[config.mk]
export PLATFORM = sky130hd
export DESIGN_NAME = div_xbit_shift_flat
export DESIGN_NICKNAME = d
export VERILOG_FILES = /design/src/rtl/div_xbit_shift_pkg.sv /design/src/rtl/div_xbit_shift_if.sv /design/src/rtl/div_xbit_shift_step.sv /design/src/rtl/div_xbit_shift.sv /design/src/flat_wrapper.sv
export SDC_FILE = /design/constraint.sdc
export NUM_CORES = 1
export LEC_CHECK = 0
export BUFFER_PORTS_ARGS = -buffer_cell sky130_fd_sc_hd__buf_4
export CAP_MARGIN = 20
export CELL_PAD_IN_SITES_DETAIL_PLACEMENT = 1
export CELL_PAD_IN_SITES_GLOBAL_PLACEMENT = 1
export CORE_MARGIN = 3
export CORE_UTILIZATION = 45
export DETAILED_ROUTE_END_ITERATION = 8
export HOLD_SLACK_MARGIN = 0.08
export PLACE_DENSITY = 0.85
export SYNTH_ARGS = -nofsm -noshare
export SYNTH_HDL_FRONTEND = slang
export SYNTH_SLANG_ARGS = --single-unit
[constraint.sdc]
create_clock -name i_clk -period 4.6 [get_ports i_clk]
set_input_delay 0.69 -clock i_clk [delete_from_list [all_inputs] [get_ports i_clk]]
set_output_delay 0.69 -clock i_clk [all_outputs]
set_load 0.01 [all_outputs]
[src/rtl/div_xbit_shift_pkg.sv]
// Shared arithmetic definitions for the iterative divider: FSM state encoding and
// two's-complement helpers (also used by the shift-add multiplier).
package div_xbit_shift_pkg;

  typedef enum logic [1:0] {
    ST_IDLE = 2'd0,
    ST_CALC = 2'd1,
    ST_DONE = 2'd2
  } div_state_e;

  // Helpers work on a 64-bit container; callers zero-extend and truncate back to
  // their own width. Low bits of a negation depend only on low bits, so truncation is exact.
  localparam int ARITH_MAX_W = 64;

  function automatic logic [ARITH_MAX_W-1:0] neg(input logic [ARITH_MAX_W-1:0] v);
    return ~v + {{(ARITH_MAX_W-1){1'b0}}, 1'b1};
  endfunction

  function automatic logic [ARITH_MAX_W-1:0] abs_val(input logic [ARITH_MAX_W-1:0] v,
                                                     input logic                   is_neg);
    return is_neg ? neg(v) : v;
  endfunction

endpackage

[src/rtl/div_xbit_shift_if.sv]
// Request/result bundle of the iterative divider.
// Handshake: i_start is accepted on a rising edge only while o_busy == 0 (IDLE or DONE);
// operands are sampled on that edge only. o_end pulses for one cycle when o_quo/o_rem/
// o_div_zero become valid; they then hold until the next accepted start replaces them.
interface div_xbit_shift_if #(
  parameter int DATA_WIDTH = 8
);
  logic                  i_start;
  logic [DATA_WIDTH-1:0] i_num_a;
  logic [DATA_WIDTH-1:0] i_num_b;
  logic                  o_busy;
  logic                  o_end;
  logic                  o_div_zero;
  logic [DATA_WIDTH-1:0] o_quo;
  logic [DATA_WIDTH-1:0] o_rem;

  modport master (
    output i_start, i_num_a, i_num_b,
    input  o_busy, o_end, o_div_zero, o_quo, o_rem
  );

  modport slave (
    input  i_start, i_num_a, i_num_b,
    output o_busy, o_end, o_div_zero, o_quo, o_rem
  );
endinterface

[src/rtl/div_xbit_shift_step.sv]
// One restoring shift-subtract step: shift the next dividend bit into the partial
// remainder and subtract the divisor when it fits.
module div_step #(
  parameter int DATA_WIDTH = 8
) (
  input  logic [DATA_WIDTH:0]   rem_in,
  input  logic                  dvd_msb,
  input  logic [DATA_WIDTH-1:0] dvs,
  output logic [DATA_WIDTH:0]   rem_out,
  output logic                  q_bit
);

  // Kept one bit wider than the remainder register so the compare stays exact even if
  // a caller feeds a remainder that already uses its top bit.
  logic [DATA_WIDTH+1:0] rem_shift;
  logic [DATA_WIDTH:0]   rem_sub;

  always_comb begin
    rem_shift = {rem_in, dvd_msb};
    rem_sub   = rem_shift[DATA_WIDTH:0] - {1'b0, dvs};
    q_bit     = (rem_shift >= {2'b00, dvs});
    rem_out   = q_bit ? rem_sub : rem_shift[DATA_WIDTH:0];
  end

endmodule

[src/rtl/div_xbit_shift.sv]
// Iterative restoring divider: one quotient bit per clock, DATA_WIDTH steps per divide,
// optional two's-complement truncating mode. DATA_WIDTH must lie in 2..64.
module div_xbit_shift
  import div_xbit_shift_pkg::*;
#(
  parameter int DATA_WIDTH = 8,
  parameter int SIGNED     = 0
) (
  input  logic               i_clk,
  input  logic               i_rst_n,
  div_xbit_shift_if.slave    bus,
  output div_state_e         o_state
);

  localparam int  W         = DATA_WIDTH;
  localparam int  CW        = (W > 1) ? $clog2(W) : 1;
  localparam bit  IS_SIGNED = (SIGNED != 0);
  localparam logic [CW-1:0] LAST_CNT = CW'(W - 1);

  div_state_e    state;
  logic [CW-1:0] cnt;
  logic [W:0]    rem_q;
  logic [W:0]    step_rem;
  logic          step_q;
  logic [W-1:0]  dvd_q;
  logic [W-1:0]  dvs_q;
  logic [W-1:0]  quo_acc;
  logic          neg_quo;
  logic          neg_rem;

  logic          busy_r;
  logic          end_r;
  logic          dz_r;
  logic [W-1:0]  quo_r;
  logic [W-1:0]  rem_r;

  logic          accept;
  logic          sign_a;
  logic          sign_b;
  logic [W-1:0]  mag_a;
  logic [W-1:0]  mag_b;
  logic [W-1:0]  quo_mag;
  logic [W-1:0]  rem_mag;
  logic [W-1:0]  quo_fin;
  logic [W-1:0]  rem_fin;

  assign accept = bus.i_start && (state != ST_CALC);
  assign sign_a = IS_SIGNED && bus.i_num_a[W-1];
  assign sign_b = IS_SIGNED && bus.i_num_b[W-1];
  assign mag_a  = W'(abs_val(64'(bus.i_num_a), sign_a));
  assign mag_b  = W'(abs_val(64'(bus.i_num_b), sign_b));

  div_step #(
    .DATA_WIDTH (W)
  ) u_step (
    .rem_in  (rem_q),
    .dvd_msb (dvd_q[W-1]),
    .dvs     (dvs_q),
    .rem_out (step_rem),
    .q_bit   (step_q)
  );

  // Result of the final step, before it is written into quo_acc/rem_q.
  assign quo_mag = {quo_acc[W-2:0], step_q};
  assign rem_mag = step_rem[W-1:0];
  // MIN / -1 lands on a magnitude of 2^(W-1) with a positive sign and wraps back to MIN.
  assign quo_fin = neg_quo ? W'(neg(64'(quo_mag))) : quo_mag;
  assign rem_fin = neg_rem ? W'(neg(64'(rem_mag))) : rem_mag;

  always_ff @(posedge i_clk or negedge i_rst_n) begin
    if (!i_rst_n) begin
      state   <= ST_IDLE;
      cnt     <= '0;
      rem_q   <= '0;
      dvd_q   <= '0;
      dvs_q   <= '0;
      quo_acc <= '0;
      neg_quo <= 1'b0;
      neg_rem <= 1'b0;
      busy_r  <= 1'b0;
      end_r   <= 1'b0;
      dz_r    <= 1'b0;
      quo_r   <= '0;
      rem_r   <= '0;
    end else begin
      case (state)
        ST_IDLE, ST_DONE: begin
          end_r <= 1'b0;
          state <= ST_IDLE;
          if (accept) begin
            if (bus.i_num_b == '0) begin
              // Divide by zero bypasses iteration entirely and reports on the next cycle.
              state  <= ST_DONE;
              end_r  <= 1'b1;
              busy_r <= 1'b0;
              dz_r   <= 1'b1;
              quo_r  <= '1;
              rem_r  <= bus.i_num_a;
            end else begin
              state   <= ST_CALC;
              busy_r  <= 1'b1;
              dz_r    <= 1'b0;
              dvd_q   <= mag_a;
              dvs_q   <= mag_b;
              rem_q   <= '0;
              quo_acc <= '0;
              cnt     <= '0;
              neg_quo <= sign_a ^ sign_b;
              neg_rem <= sign_a;
            end
          end
        end
        ST_CALC: begin
          rem_q   <= step_rem;
          dvd_q   <= {dvd_q[W-2:0], 1'b0};
          quo_acc <= quo_mag;
          cnt     <= cnt + CW'(1);
          if (cnt == LAST_CNT) begin
            state  <= ST_DONE;
            cnt    <= '0;
            busy_r <= 1'b0;
            end_r  <= 1'b1;
            quo_r  <= quo_fin;
            rem_r  <= rem_fin;
          end
        end
        default: begin
          state  <= ST_IDLE;
          busy_r <= 1'b0;
          end_r  <= 1'b0;
        end
      endcase
    end
  end

  assign bus.o_busy     = busy_r;
  assign bus.o_end      = end_r;
  assign bus.o_div_zero = dz_r;
  assign bus.o_quo      = quo_r;
  assign bus.o_rem      = rem_r;
  assign o_state        = state;

endmodule

[src/flat_wrapper.sv]
// flat-port wrapper written by rule: the top's interface ports become plain ports
module div_xbit_shift_flat import div_xbit_shift_pkg::*;
#(
  parameter int DATA_WIDTH = 8,
  parameter int SIGNED     = 0
)
  (i_clk, i_rst_n, o_state, bus_i_start, bus_i_num_a, bus_i_num_b, bus_o_busy, bus_o_end, bus_o_div_zero, bus_o_quo, bus_o_rem);
  div_xbit_shift_if #(.DATA_WIDTH(DATA_WIDTH)) bus_i ();
  input  logic i_clk;
  input  logic i_rst_n;
  output div_state_e o_state;
  input wire logic [$bits(bus_i.i_start)-1:0] bus_i_start;
  input wire logic [$bits(bus_i.i_num_a)-1:0] bus_i_num_a;
  input wire logic [$bits(bus_i.i_num_b)-1:0] bus_i_num_b;
  output wire logic [$bits(bus_i.o_busy)-1:0] bus_o_busy;
  output wire logic [$bits(bus_i.o_end)-1:0] bus_o_end;
  output wire logic [$bits(bus_i.o_div_zero)-1:0] bus_o_div_zero;
  output wire logic [$bits(bus_i.o_quo)-1:0] bus_o_quo;
  output wire logic [$bits(bus_i.o_rem)-1:0] bus_o_rem;
  assign bus_i.i_start = bus_i_start;
  assign bus_i.i_num_a = bus_i_num_a;
  assign bus_i.i_num_b = bus_i_num_b;
  assign bus_o_busy = bus_i.o_busy;
  assign bus_o_end = bus_i.o_end;
  assign bus_o_div_zero = bus_i.o_div_zero;
  assign bus_o_quo = bus_i.o_quo;
  assign bus_o_rem = bus_i.o_rem;
  div_xbit_shift #(.DATA_WIDTH(DATA_WIDTH), .SIGNED(SIGNED)) u_core (.i_clk(i_clk), .i_rst_n(i_rst_n), .bus(bus_i), .o_state(o_state));
endmodule
==> key figures <==
Min path
  • Min-delay worst type: primary input to asynchronous set/reset pin

Place
  • Inst Count DP: 412
  • DP Wirelength: 5540 um
  • Final Wtd Congestion: 0.785
  • Pre-CTS WS: 1350 ps
  • Placed cell area: 3180 um^2
  • Port bufs: 39

Global route
  • GRT Total Usage: 0.218
  • Initial antenna violation count: 0
  • Congestion Overflow GR: 0
  • Vias in the first global route: 2570
  • First-pass GRT wire length: 12600 um
  • Largest net degree at the start of global routing: 56

STA
  • Count of final hold-check violations: 0
  • RSZ-0062 raised after global routing: false
  • Slew @ Worst Pin: 987 ps
  • Clk_skew: 11.2 ps
  • Setup TNS Final: 0 ps
  • Final Cycle Share: 0.655
  • Slew Limit Headroom: 0.341
  • Max-slew violation count: 0
  • Fin worst setup slack: 1590 ps
  • Finish-stage setup viols: 0
  • Fmax achieved: 332 MHz
  • Crit path time final: 3010 ps
  • Hold Slack: 437 ps

Detailed routing
  • Via density per instance: 5.61
  • Final ANT Viol Nets: 0
  • Drt total wl: 7610 um
  • DR WL/cell: 18.1 um
  • DR iter-0 viols: 165
  • 1st-pass router iterations: 4
  • Vias: 2363
  • Residual DRC count: 0

Clocking
  • Reg clk slew, reported paths: 100 ps
  • CTS Sinks: 55
  • # resized after CTS: 0
  • CTS Hold Bufs: 0
  • Num CTS Buffers: 5
  • Clock root buffer: clkbuf_8
  • Insertion delay to the later sink of the worst-skew pair: 310 ps
  • Max H-tree Level: 2
  • Post-CTS Repair Setup Buffers: 0
  • CTS tree: built
  • Clock Path Buffers: 2

Worst setup path
  • Critical path's largest stage delay: 680 ps
  • Critical path type: flip-flop to flip-flop
  • Worst path slowest cell: a311oi_2
  • WP data arrival: 3210 ps
  • Startpoint types: flip-flop
  • Most frequent CP cell: inv_1
  • Worst path required time: 4790 ps
  • Critical path, cell by cell: inv_1 -> ha_1 -> inv_1 -> fa_1 -> a211oi_2 -> o31ai_4 -> a311oi_2 -> buf_4 -> mux2i_1 -> a21oi_1
  • Worst Setup End Kind: flip-flop
  • Buf/Inv on CP: 3
  • Top Family by Delay on Critical Path: compound AO/OA/AOI/OAI gates
  • Crit-path max FO: 12

Synth
  • Synth Area per Inst: 9.15 um^2
  • Post-Syn Area: 2860 um^2
  • Top cells by count, synth: dfrtp_1 (55), nand2_1 (55), nor2_1 (35)
  • Ys Warns: 0
  • Synth top area share: 0.481
  • Ys async rst share: 1.00
  • Netlist cell types: 47
  • Synth Instances: 313
  • Yosys reg bits: 55
  • Syn_nets: 343
  • Post-synth EDFFs: 0
  • Ranking of synthesized cells by area: dfrtp_1 (48%), nand2_1 (7.2%), nor2_1 (4.6%)
  • Primary FF master, synth: dfrtp_1
  • Synth area leader: dfrtp_1
  • Sequential area share after synthesis: 0.481

Final layout
  • Number of fill cells: 719
  • # diodes: 0
  • Final cell count without fillers: 421
  • Fin area: 3270 um^2
  • Nets: 375
  • Layout cells sized above 1: 0.168
  • Layout Area Growth over Synthesis: 14.4%

Floorplanning
  • I/O pin count: 40
  • # rows: 28
  • Die height: 85.8 um
  • Starting density of the core: 0.475
  • Die X-Extent: 85.8 um
  • Core area: 6030 um^2
  • Die area: 7350 um^2

Power and ir drop
  • Power Density: 825 nW/um^2
  • Peak supply drop: 0.000308 V
  • Lkg Pwr: 1.45 nW

Flow run
  • Max_cap viols: 0

Run status
  • Run status: finished, final reports clean
==> kinds of logic (layout without fill, tap and decap cells) <==
logic type,after synthesis,in the layout,synth area share
AND/OR/NAND/NOR,125,125,0.193
AO/OA/AOI/OAI,76,76,0.168
flip-flops,55,55,0.481
buffers and inverters,28,61,0.0455
multiplexers,14,14,0.0498
adder cells (fa/ha/maj),11,11,0.0507
XOR/XNOR,4,4,0.0122
==> flip-flops by register name, summed over array words and instances (netlist names), 3 cells and up <==
| signal | flops |
|---|---|
| u_core.bus.o_quo | 8 |
| u_core.bus.o_rem | 8 |
| u_core.cnt | 3 |
| u_core.dvd_q | 8 |
| u_core.dvs_q | 8 |
| u_core.quo_acc | 7 |
| u_core.rem_q | 9 |
==> through the flow <==
stage / util / power, mW
after floorplan: - / 1.98
after global placement: 0.528 / 2.35
after detailed placement: 0.528 / 2.43
after CTS: 0.542 / 2.70
after global routing: 0.543 / 2.94
final: 0.543 / 2.70
==> final timing paths <==
check | to | slack, ps | startpoint | cells after the start
worst max-delay path | u_core.bus.o_rem[0] | 1590 | u_core.dvd_q[7] | 10
worst min-delay path | u_core.dvd_q[4] | 440 | i_rst_n | 1
worst max register to register | u_core.bus.o_rem[0] | 1590 | u_core.dvd_q[7] | 10
worst min register to register | u_core.bus.o_div_zero | 500 | u_core.bus.o_div_zero | 2
max in group asynchronous | u_core.rem_q[6] | 3700 | i_rst_n | 1
min in group i_clk | u_core.bus.o_div_zero | 500 | u_core.bus.o_div_zero | 2
==> final cells by class <==
class | instances | area, um^2 | area share
clock buffer | 6 | 72.6 | 0.0222
clock inverter | 2 | 12.5 | 0.00382
inverter | 11 | 41.3 | 0.0126
multi-input combinational | 230 | 1360 | 0.416
sequential | 55 | 1380 | 0.420
tap | 75 | 93.8 | 0.0287
timing repair buffer | 42 | 315 | 0.0963
==> power by group <==
group | switching [mW] | internal (mW)
clock | 0.159 | 0.107
sequential | 0.171 | 0.705
combinational | 0.921 | 0.637
==> per-layer routing <==
layer,GRT usage,routed length (um)
met1,0.287,3510
met2,0.376,3810
met3,0.0317,219
met4,0.0576,74
met5,0,0
==> cell usage in the layout, fill, tap and decap left out, types with 7 or more instances in the layout <==
master	n
buf_4	42
o21ai_1	16
nand3_1	10
a31oi_1	7
nand2_1	55
nor2_1	35
ha_1	10
a21oi_1	17
o21ai_0	13
inv_1	11
mux2i_1	12
dfrtp_1	55
(Power assumes the default switching activity.)
